## config.mk

```make
export PLATFORM = sky130hd
export DESIGN_NAME = prio_encoder_8to3_seq
export DESIGN_NICKNAME = d
export VERILOG_FILES = /design/src/rtl/prio_encoder_8to3_seq.sv
export SDC_FILE = /design/constraint.sdc
export NUM_CORES = 1
export LEC_CHECK = 0
export BUFFER_PORTS_ARGS = -buffer_cell sky130_fd_sc_hd__buf_4
export CORE_MARGIN = 10
export CORE_UTILIZATION = 52
export CTS_BUF_LIST = sky130_fd_sc_hd__clkbuf_8 sky130_fd_sc_hd__clkbuf_16
export DETAILED_ROUTE_END_ITERATION = 10
export GPL_TIMING_DRIVEN = 0
export PLACE_DENSITY = 0.8
export RECOVER_POWER = 100
export SYNTH_ARGS = -nofsm -noshare
export SYNTH_HDL_FRONTEND = slang
export SYNTH_SLANG_ARGS = --single-unit
```

## constraint.sdc

```tcl
create_clock -name clk -period 3.79 [get_ports clk]
set_input_delay 0.379 -clock clk [delete_from_list [all_inputs] [get_ports clk]]
set_output_delay 0.379 -clock clk [all_outputs]
set_load 0.005 [all_outputs]
```

## src/rtl/prio_encoder_8to3_seq.sv

```systemverilog
// Sequential 8-to-3 priority encoder/serializer: captures a request word, then emits one index per handshake.
// Optional macro PENDING_COUNT_EN adds the cnt output (popcount of pending bits).
module prio_encoder_8to3_seq #(
  parameter int HIGH_FIRST = 1
) (
  input  logic       clk,
  input  logic       rst,
  input  logic       E,
  input  logic [7:0] D,
  input  logic       load,
  input  logic       ready,
  output logic [2:0] A,
  output logic       V,
  output logic       last,
  output logic       busy,
`ifdef PENDING_COUNT_EN
  output logic [3:0] cnt,
`endif
  output logic       Z
);

  // state   | meaning
  // S_IDLE  | no word held; waiting for load && E
  // S_DRAIN | emitting indices of r_pend, one per accepted handshake
  typedef enum logic {S_IDLE, S_DRAIN} state_t;

  state_t     r_state;
  logic [7:0] r_pend;
  logic       r_z;
  logic [2:0] w_idx;
  logic       w_onehot;
  logic       w_drain;

  // Later loop iterations win, so the scan direction selects the priority.
  always_comb begin
    w_idx = 3'd0;
    if (HIGH_FIRST != 0) begin
      for (int i = 0; i < 8; i++)
        if (r_pend[i]) w_idx = 3'(i);
    end else begin
      for (int i = 7; i >= 0; i--)
        if (r_pend[i]) w_idx = 3'(i);
    end
  end

  assign w_onehot = (r_pend != 8'd0) && ((r_pend & (r_pend - 8'd1)) == 8'd0);
  assign w_drain  = (r_state == S_DRAIN);

  assign V    = w_drain;
  assign busy = w_drain;
  assign A    = w_drain ? w_idx : 3'd0;
  assign last = w_drain & w_onehot;
  assign Z    = r_z;

`ifdef PENDING_COUNT_EN
  assign cnt = w_drain ? 4'($countones(r_pend)) : 4'd0;
`endif

  always_ff @(posedge clk or posedge rst) begin
    if (rst) begin
      r_state <= S_IDLE;
      r_pend  <= 8'd0;
      r_z     <= 1'b0;
    end else begin
      r_z <= 1'b0;
      case (r_state)
        S_IDLE: begin
          if (load && E) begin
            if (D != 8'd0) begin
              r_pend  <= D;
              r_state <= S_DRAIN;
            end else begin
              r_z <= 1'b1;
            end
          end
        end
        S_DRAIN: begin
          if (ready) begin
            r_pend[w_idx] <= 1'b0;
            if (w_onehot) r_state <= S_IDLE;
          end
        end
        default: r_state <= S_IDLE;
      endcase
    end
  end

endmodule

```

Word level (Yosys, flattened, before mapping)
Cells that the tools add are included.
Operators by class
  magnitude comparators: 2
  $add $sub $neg: 1
  reductions and logical operators: 7
  $mul: 0
  shift operators: 0
  equality and inequality tests: 3
  div/mod/pow operators: 0
  muxes and demuxes: 22
  bitwise logic cells: 5
Operators by type and width (count)
  8-bit two-way mux: 3
  3-bit two-way mux: 6
  8-bit AND: 2
  8-bit case mux with 2 select lines: 1
  8-bit nonzero test: 2
  1-bit two-way mux: 9
  8-bit zero test: 1
  8-bit NOT: 1
  8-bit by 1-bit subtractor with 8-bit output, second input constant: 1
  2-bit inequality test, second input constant: 3
  3-bit by 4-bit < comparator with 1-bit output, second input constant: 1
  1-bit demux with 3-bit select: 1
  3-bit by 1-bit >= comparator with 1-bit output, second input constant: 1
  1-bit logical AND: 3
  3-bit AND reduction: 1
  2-bit two-way mux: 1
  1-bit case mux with 2 select lines: 1
  1-bit AND: 1
  1-bit NOT: 1
Word-level totals
  flip-flop bits (word level): 10
  RAM bits: 0
  ROM bits: 0
  output and inout bits: 7
  memories: 0
  bits of input ports: 13
  bits in latches: 0

Depth between registers and ports, before layout
Gate-level depths: netlist (run 1).
  depth in word-level cells: 15
  mapped depth: 5

Worst setup path before layout (run 1)
OpenSTA, ideal clock, no wires.
  path kind: register -> output
  start point: register r_pend[7]
  end point: output port last
  path buffers: 1
  cell stages (with the launch flop): 6
  arrival: 1396 ps
  slack: 2015 ps
  path through: dfrtp_1 -> buf_6 -> or4_4 -> o21ai_0 -> a21oi_1 -> and3_1
On the way
  cells in the longest elaborated chain, start to end: 5
RTL lines
  start, declared: RTL line 28  | logic [7:0] r_pend;
  start signal, assigned: RTL line 62  | r_pend <= 8'd0;
  start signal, assigned: RTL line 70  | r_pend <= D;
  start signal, assigned by index: RTL line 79  | r_pend[w_idx] <= 1'b0;
  8-bit by 1-bit subtractor with 8-bit output: RTL line 46  | assign w_onehot = (r_pend != 8'd0) && ((r_pend & (r_pend - 8'd1)) == 8'd0);
  8-bit AND: RTL line 46
  8-bit zero test: RTL line 46
  1-bit logical AND (*): RTL line 46
  1-bit AND (*): RTL line 52  | assign last = w_drain & w_onehot;
  end, declared: RTL line 14  | output logic last,
Mark *: on every way between the ends. The rest lies on a longest branch, timed or not.

Worst setup path in the final report (run 1)
  start point: register r_pend[4]
  end point: output port last
Same word-level chain as after synthesis.

==> results of run 1 <==
-- flip-flops by register name, summed over array words and instances, names as in the netlist --
signal	cells
r_pend	8
Z	1
V	1
-- cell families (layout without fill, tap and decap cells) --
| logic type | Yosys count | count (layout) |
|---|---|---|
| AOI/OAI and AO/OA | 32 | 32 |
| buffers and inverters | 12 | 35 |
| DFF | 10 | 10 |
| and+or+nand+nor | 25 | 25 |
-- cell type report --
cell class / count / area [um2]
plain buffers: 7 / 38.8
clock buffers: 4 / 55.1
fillers: 90 / 289
inverters: 5 / 18.8
multi-input cells: 57 / 363
flip-flops and latches: 10 / 250
well taps: 14 / 17.5
repair buffers: 19 / 139
-- stage by stage --
stage                     worst slack [ns]  util [%]  instance area [um2]  total power, mW  std cells
after floorplan                       2.01         -                  679            0.497         79
after detailed placement              1.79      71.7                  840            0.654        112
after global routing                  1.34      75.3                  882            0.834        116
final                                 1.42      75.3                  882            0.780        116
after CTS                             1.52      76.4                  895            0.801        116
after global placement                1.80      71.7                  840            0.637        112
-- path summary, 6_finish.rpt --
kind	from	to	slack, ns	cells past startpoint
setup / recovery	r_pend[4]$_DFFE_PP0P_	last	1.42	6
hold / removal	rst	r_pend[4]$_DFFE_PP0P_	0.13	2
setup reg to reg	V$_DFF_PP0_	r_pend[5]$_DFFE_PP0P_	1.73	5
hold reg to reg	r_pend[0]$_DFFE_PP0P_	r_pend[0]$_DFFE_PP0P_	0.60	1
max in group asynchronous	rst	r_pend[5]$_DFFE_PP0P_	3.38	2
min in group clk	ready	V$_DFF_PP0_	0.35	2
-- metal layers --
layer | wire length (um) | up-vias | global-route usage [%]
li1 | - | 344 | -
met1 | 896 | 377 | 14.1
met2 | 1140 | 34 | 23.9
met3 | 114 | 6 | 3.19
met4 | 26 | 0 | 4.10
met5 | 0 | - | 0
-- power by group through the flow --
| stage | combinational (mW) | sequential [mW] | clock, mW |
|---|---|---|---|
| after floorplan | 0.311 | 0.186 | 0 |
| after global placement | 0.441 | 0.196 | 0 |
| after detailed placement | 0.456 | 0.198 | 0 |
| after CTS | 0.468 | 0.197 | 0.136 |
| after global routing | 0.488 | 0.204 | 0.142 |
| final | 0.446 | 0.197 | 0.137 |
-- worst max-delay path: cells and delay by family (launching register included) --
kind,cells,cell delay [ns]
AOI/OAI and AO/OA,2,0.30
buffers and inverters,2,0.32
and+or+nand+nor,2,0.77
DFF,1,0.35
-- placed cells by master (no fill, tap or decap), drive strengths merged --
master and instances:
nor4 3, a32oi 1, clkbuf 15, a22oi 1, or4 2, and3 2, a41oi 1, o21ai 8
o32ai 1, nand2 6, a21boi 2, dfrtp 10, a22o 4, o31a 1, nor2 5, a21bo 1
nor3 2, o211ai 2, a221o 1, a211oi 1, inv 5, a21oi 3, o2111ai 1, and3b 1
buf 15, o31ai 2, nor2b 2, and2 2, a21o 1, a32o 1
==> reports/qor.yml, run 1 <==
synth_most_common_cell: "dfrtp_1"
synth_cell_types: 36
clkSinkCount: 10
drt_iter0_drc: 34
ys_warn_count: 0
grt_setup_unrepaired: "no"
start_util_pct: 58.0
path_cells: "clkbuf_1 > or4_1 > o21ai_0 > a21oi_1 > and3_1 > clkbuf_4"
setup_violations: 0
cp-start-kind: "flip-flop"
htreeDepth: 1
antenna_cells: 0
end_kind: "output port"
yosys.area_share.simple_pct: 20.3
min_path_type: "input pin to asynchronous set/reset pin"
syn_to_final_growth_pct: 29.8
status: "completed"
synth_common_cells: "dfrtp_1, o21ai_0, nand2_1"
viasPerCell: 6.56
fmax_mhz: 422
grt_overflow_total: 0
swShare_pct: 42.5
switching_power_uw: 332
yosys-mux-area-fraction_pct: 0
synth_flop_cell: "dfrtp_1"
synthCells: 79
max_cap_violations: 0
ys_seq_elements: 10
slew_viol_final: 0
clk_latency_ns: 0.24
yosysTopAreaCellShare_pct: 36.8
seq_area_frac_synth_pct: 36.8
wl_mm: 2.18
wl_per_cell_um: 18.8
required_ns: 3.41
synthesis.area_um2: 679
ios: 20
dieArea_mm2: 0.00315
cts_made_buffers: 3
grt_use_total_pct: 13.1
cts_hold_buf: 0
power_density_mw_per_mm2: 884
critPathMaxStageDelay_ns: 0.59
synth_xor_area_share_pct: 0
grt_max_degree: 11
slowest_stage: "or4_1"
tightest_slew_ns: 0.584
grt_pass1_vias: 702
setup.worst_path.class: "flip-flop to output port"
clk_path_buf_depth: 2
cts_root_buf: "clkbuf_8"
port_buffers: 19
yosysTopAreaCell: "dfrtp_1"
die_w_um: 56.1
nets: 116
leakage_nw: 0.409
synthArstFlopShare_pct: 100
die_y_um: 56.1
ctsResizeCount: 0
critPathArrivalTime_ns: 1.99
holdWs_ns: 0.125
hpwl_mm: 1.54
tns_ns: 0
first_pass_iters: 4
peakVddDrop_mv: 0.490
slew_headroom_pct: 60.7
synth_top_family_by_area: "compound AO/OA/AOI/OAI gates"
cts_setup_buffers: 0
synth_area_leaders: "dfrtp_1, a22o_1, o21ai_0, nand2_1, inv_1"
critPathMaxFanout: 8
antenna_found_initial: 0
seqPwrFrac_pct: 25.3
routed-via-count: 761
ant_nets: 0
design.core.area_mm2: 0.00117
synth-adder-area-share_pct: 0
grt_pass1_wl_mm: 3.37
place_congestion: 0.793
fp-row-count: 12
clkSlewWorstSetupHoldPaths_ns: 0.05
cts_tree: "done"
synth_edf_count: 0
fin_crit_sh_pct: 62.5
period_minus_slack_ns: 2.37
skew_ns: 0.00281
pwr-share-clk_pct: 17.6
synth.avg_cell_area_um2: 8.60
synth_nets: 92
drc_errors: 0
power_frac_comb_pct: 57.1
internal-power_uw: 448
synth_compound_area_share_pct: 34.1
hold_viol_final: 0
drive_gt1_share_pct: 24.5
Note: power is estimated with default switching activity, not from simulation.
==> run 2: changes to the inputs <==
- CORE_UTILIZATION: 52 -> 44
- PLACE_DENSITY: 0.8 -> 0.72
- clock period: 3.79 -> 1.93 ns (I/O delays scaled with it)
==> reports/qor.yml, run 2 (synthesized netlist as in run 1, its figures left out) <==
status: "completed"
viasPerCell: 5.92  # -9.8%
startpoint: "r_pend[4]$_DFFE_PP0P_"
reg2reg_to: "r_pend[1]$_DFFE_PP0P_"
cp_num_cells: 5  # -1
hpwl_mm: 1.40  # -9.0%
antenna_found_initial: 0  # unchanged
use_met3_pct: 6.44  # +3.2 points
max_flop_register: "r_pend"
tightest_slew_ns: 0.481  # -0.103 ns
drive_gt1_share_pct: 37.4  # +13 points
cp_num_buf_inv: 1  # -1
setup.worst_path.class: "flip-flop to flip-flop"
cts_tree: "done"
grt_pass1_vias: 751  # +7.0%
fin_crit_sh_pct: 99.3
cp-start-kind: "flip-flop"
antenna_cells: 0  # unchanged
max_cap_violations: 0  # unchanged
grt_setup_unrepaired: "yes"
place_congestion: 0.801  # +1.1%
required_ns: 2.05  # -1.36 ns
r2r-start: "r_pend[4]$_DFFE_PP0P_"
syn_to_final_growth_pct: 40.1
power_density_mw_per_mm2: 1750  # +98%
final_common_cell: "buf_4"
gr-usage-met2_pct: 19.6  # -4.3 points
slowest_stage: "or4_4"
grt_use_total_pct: 12.1  # -1.0 points
path_cells: "or4_4 > buf_6 > or4_1 > a32oi_1 > o21ai_1"
placed_cells: 114  # +1.8%
ant_nets: 0  # unchanged
clkSlewWorstSetupHoldPaths_ns: 0.05  # about the same
fp-row-count: 14  # +2
slew_headroom_pct: 67.6  # +6.9 points
grt_overflow_total: 0  # unchanged
pre_cts_slack_ns: 0.147  # -1.65 ns
wl_per_cell_um: 16.3  # -14%
nets: 122  # +5.2%
dpl_cell_area_um2: 842  # +0.30%
fin_cells: 123  # +6.0%
crit_end: "r_pend[1]$_DFFE_PP0P_"
ios: 20  # unchanged
port_buffers: 19  # unchanged
wl_mm: 2.00  # -8.3%
design.core.area_mm2: 0.00149  # +27%
fin_area_um2: 952  # +7.9%
routed-via-count: 728  # -4.3%
min_path_type: "input pin to flip-flop"
cts_made_buffers: 3  # unchanged
grt_pass1_wl_mm: 3.37  # unchanged
hold_viol_final: 0  # unchanged
clkSinkCount: 10  # unchanged
leakage_nw: 0.452  # +11%
grt-busiest-layer: "met2"
critPathMaxFanout: 4  # -4
fin_ws_ns: 0.0142  # -1.41 ns
start_util_pct: 45.6  # -12 points
first_pass_iters: 4  # unchanged
dieArea_mm2: 0.00352  # +12%
grt_max_degree: 11  # unchanged
setup_violations: 0  # unchanged
fmax_mhz: 522
critPathMaxStageDelay_ns: 0.53  # -0.06 ns
end_kind: "flip-flop"
htreeDepth: 1  # unchanged
die_y_um: 59.3  # +5.6%
min-delay-start: "D[1]"
skew_ns: 0.00365  # +0.000843 ns
period_minus_slack_ns: 1.92
critPathArrivalTime_ns: 2.04  # +0.05 ns
met1_usage_pct: 13.8  # -0.33 points
drt_iter0_drc: 13  # -62%
rrSetupSlack_ns: 0.01  # -1.72 ns
cts_root_buf: "clkbuf_8"
slew_viol_final: 0  # unchanged
die_w_um: 59.3  # +5.6%
drc_errors: 0  # unchanged
layout_common_cells: "buf_4, dfrtp_1, nand2_1, o21ai_0"
clk_path_buf_depth: 2  # unchanged
peakVddDrop_mv: 1.02  # +110%
clk_latency_ns: 0.24  # about the same
largest_reg_flops: 8  # unchanged
reg2regPathDepth: 5  # unchanged
total_power_mw: 1.67  # +110%
critPathTopFamily: "simple AND/OR/NAND/NOR gates"
run 2: cell count changes in the layout (fill, tap and decap cells not counted), sizes merged:
cell         previous run  this run
clkbuf                 15         9
dlygate4sd3             0         1
buf                    15        25
run 2: final cells by class:
| type | count | area (um2) |
|---|---|---|
| Inverter | 5 | 18.8 |
| Tap cell | 16 | 20.0 |
| Buffer | 4 | 21.3 |
| Fill cell | 127 | 537 |
| Timing Repair Buffer | 28 | 216 |
| Sequential cell | 10 | 253 |
| Multi-Input combinational cell | 57 | 382 |
| Clock buffer | 3 | 41.3 |
run 2: what timing repair did:
item / CTS / global route
endpoints found under the setup margin: 1 / 5
gates resized for setup: 5 / 3
hold buffers: 1 / 0
hold endpoints to repair: 10 / 0
buffers inserted: 7 / 1
pin swaps: 3 / 5
run 2: tightest hold or removal path, delay by kind of cell:
family | cells | cell delay, ns
buf+inv | 1 | 0.08
compound gates | 1 | 0.06
simple gates | 1 | 0.04
run 2: power breakdown:
part	switching, mW	internal, mW	total (mW)
Combinational	0.459	0.562	1.02
Clock	0.0813	0.137	0.218
Sequential	0.126	0.302	0.428
run 2: worst min-delay path by stage:
| stage | end | slack [ns] | depth (start not counted) |
|---|---|---|---|
| after CTS | V$_DFF_PP0_ | 0.18 | 2 |
| after global routing | r_pend[6]$_DFFE_PP0P_ | 0.18 | 3 |
| after global placement | r_pend[2]$_DFFE_PP0P_ | 0.20 | 2 |
| after floorplan | V$_DFF_PP0_ | 0.03 | 1 |
| after detailed placement | r_pend[2]$_DFFE_PP0P_ | 0.21 | 2 |
| final | r_pend[1]$_DFFE_PP0P_ | 0.18 | 3 |
run 2: stage by stage:
stage	hold WS (ns)	util (%)	TNS [ns]
after floorplan	0.0332	-	0
after global routing	0.183	63.9	-0.126
after global placement	0.203	56.6	0
after CTS	0.182	63.9	-0.00559
after detailed placement	0.207	56.6	0
final	0.179	63.9	0
run 2: per-layer routing:
layer  share of wire [%]  wire (um)  up-vias
met4                0.70         14        0
li1                    -          -      354
met5                   0          0        -
met3                 8.6        173        4
met1                  44        882      346
met2                  47        932       24
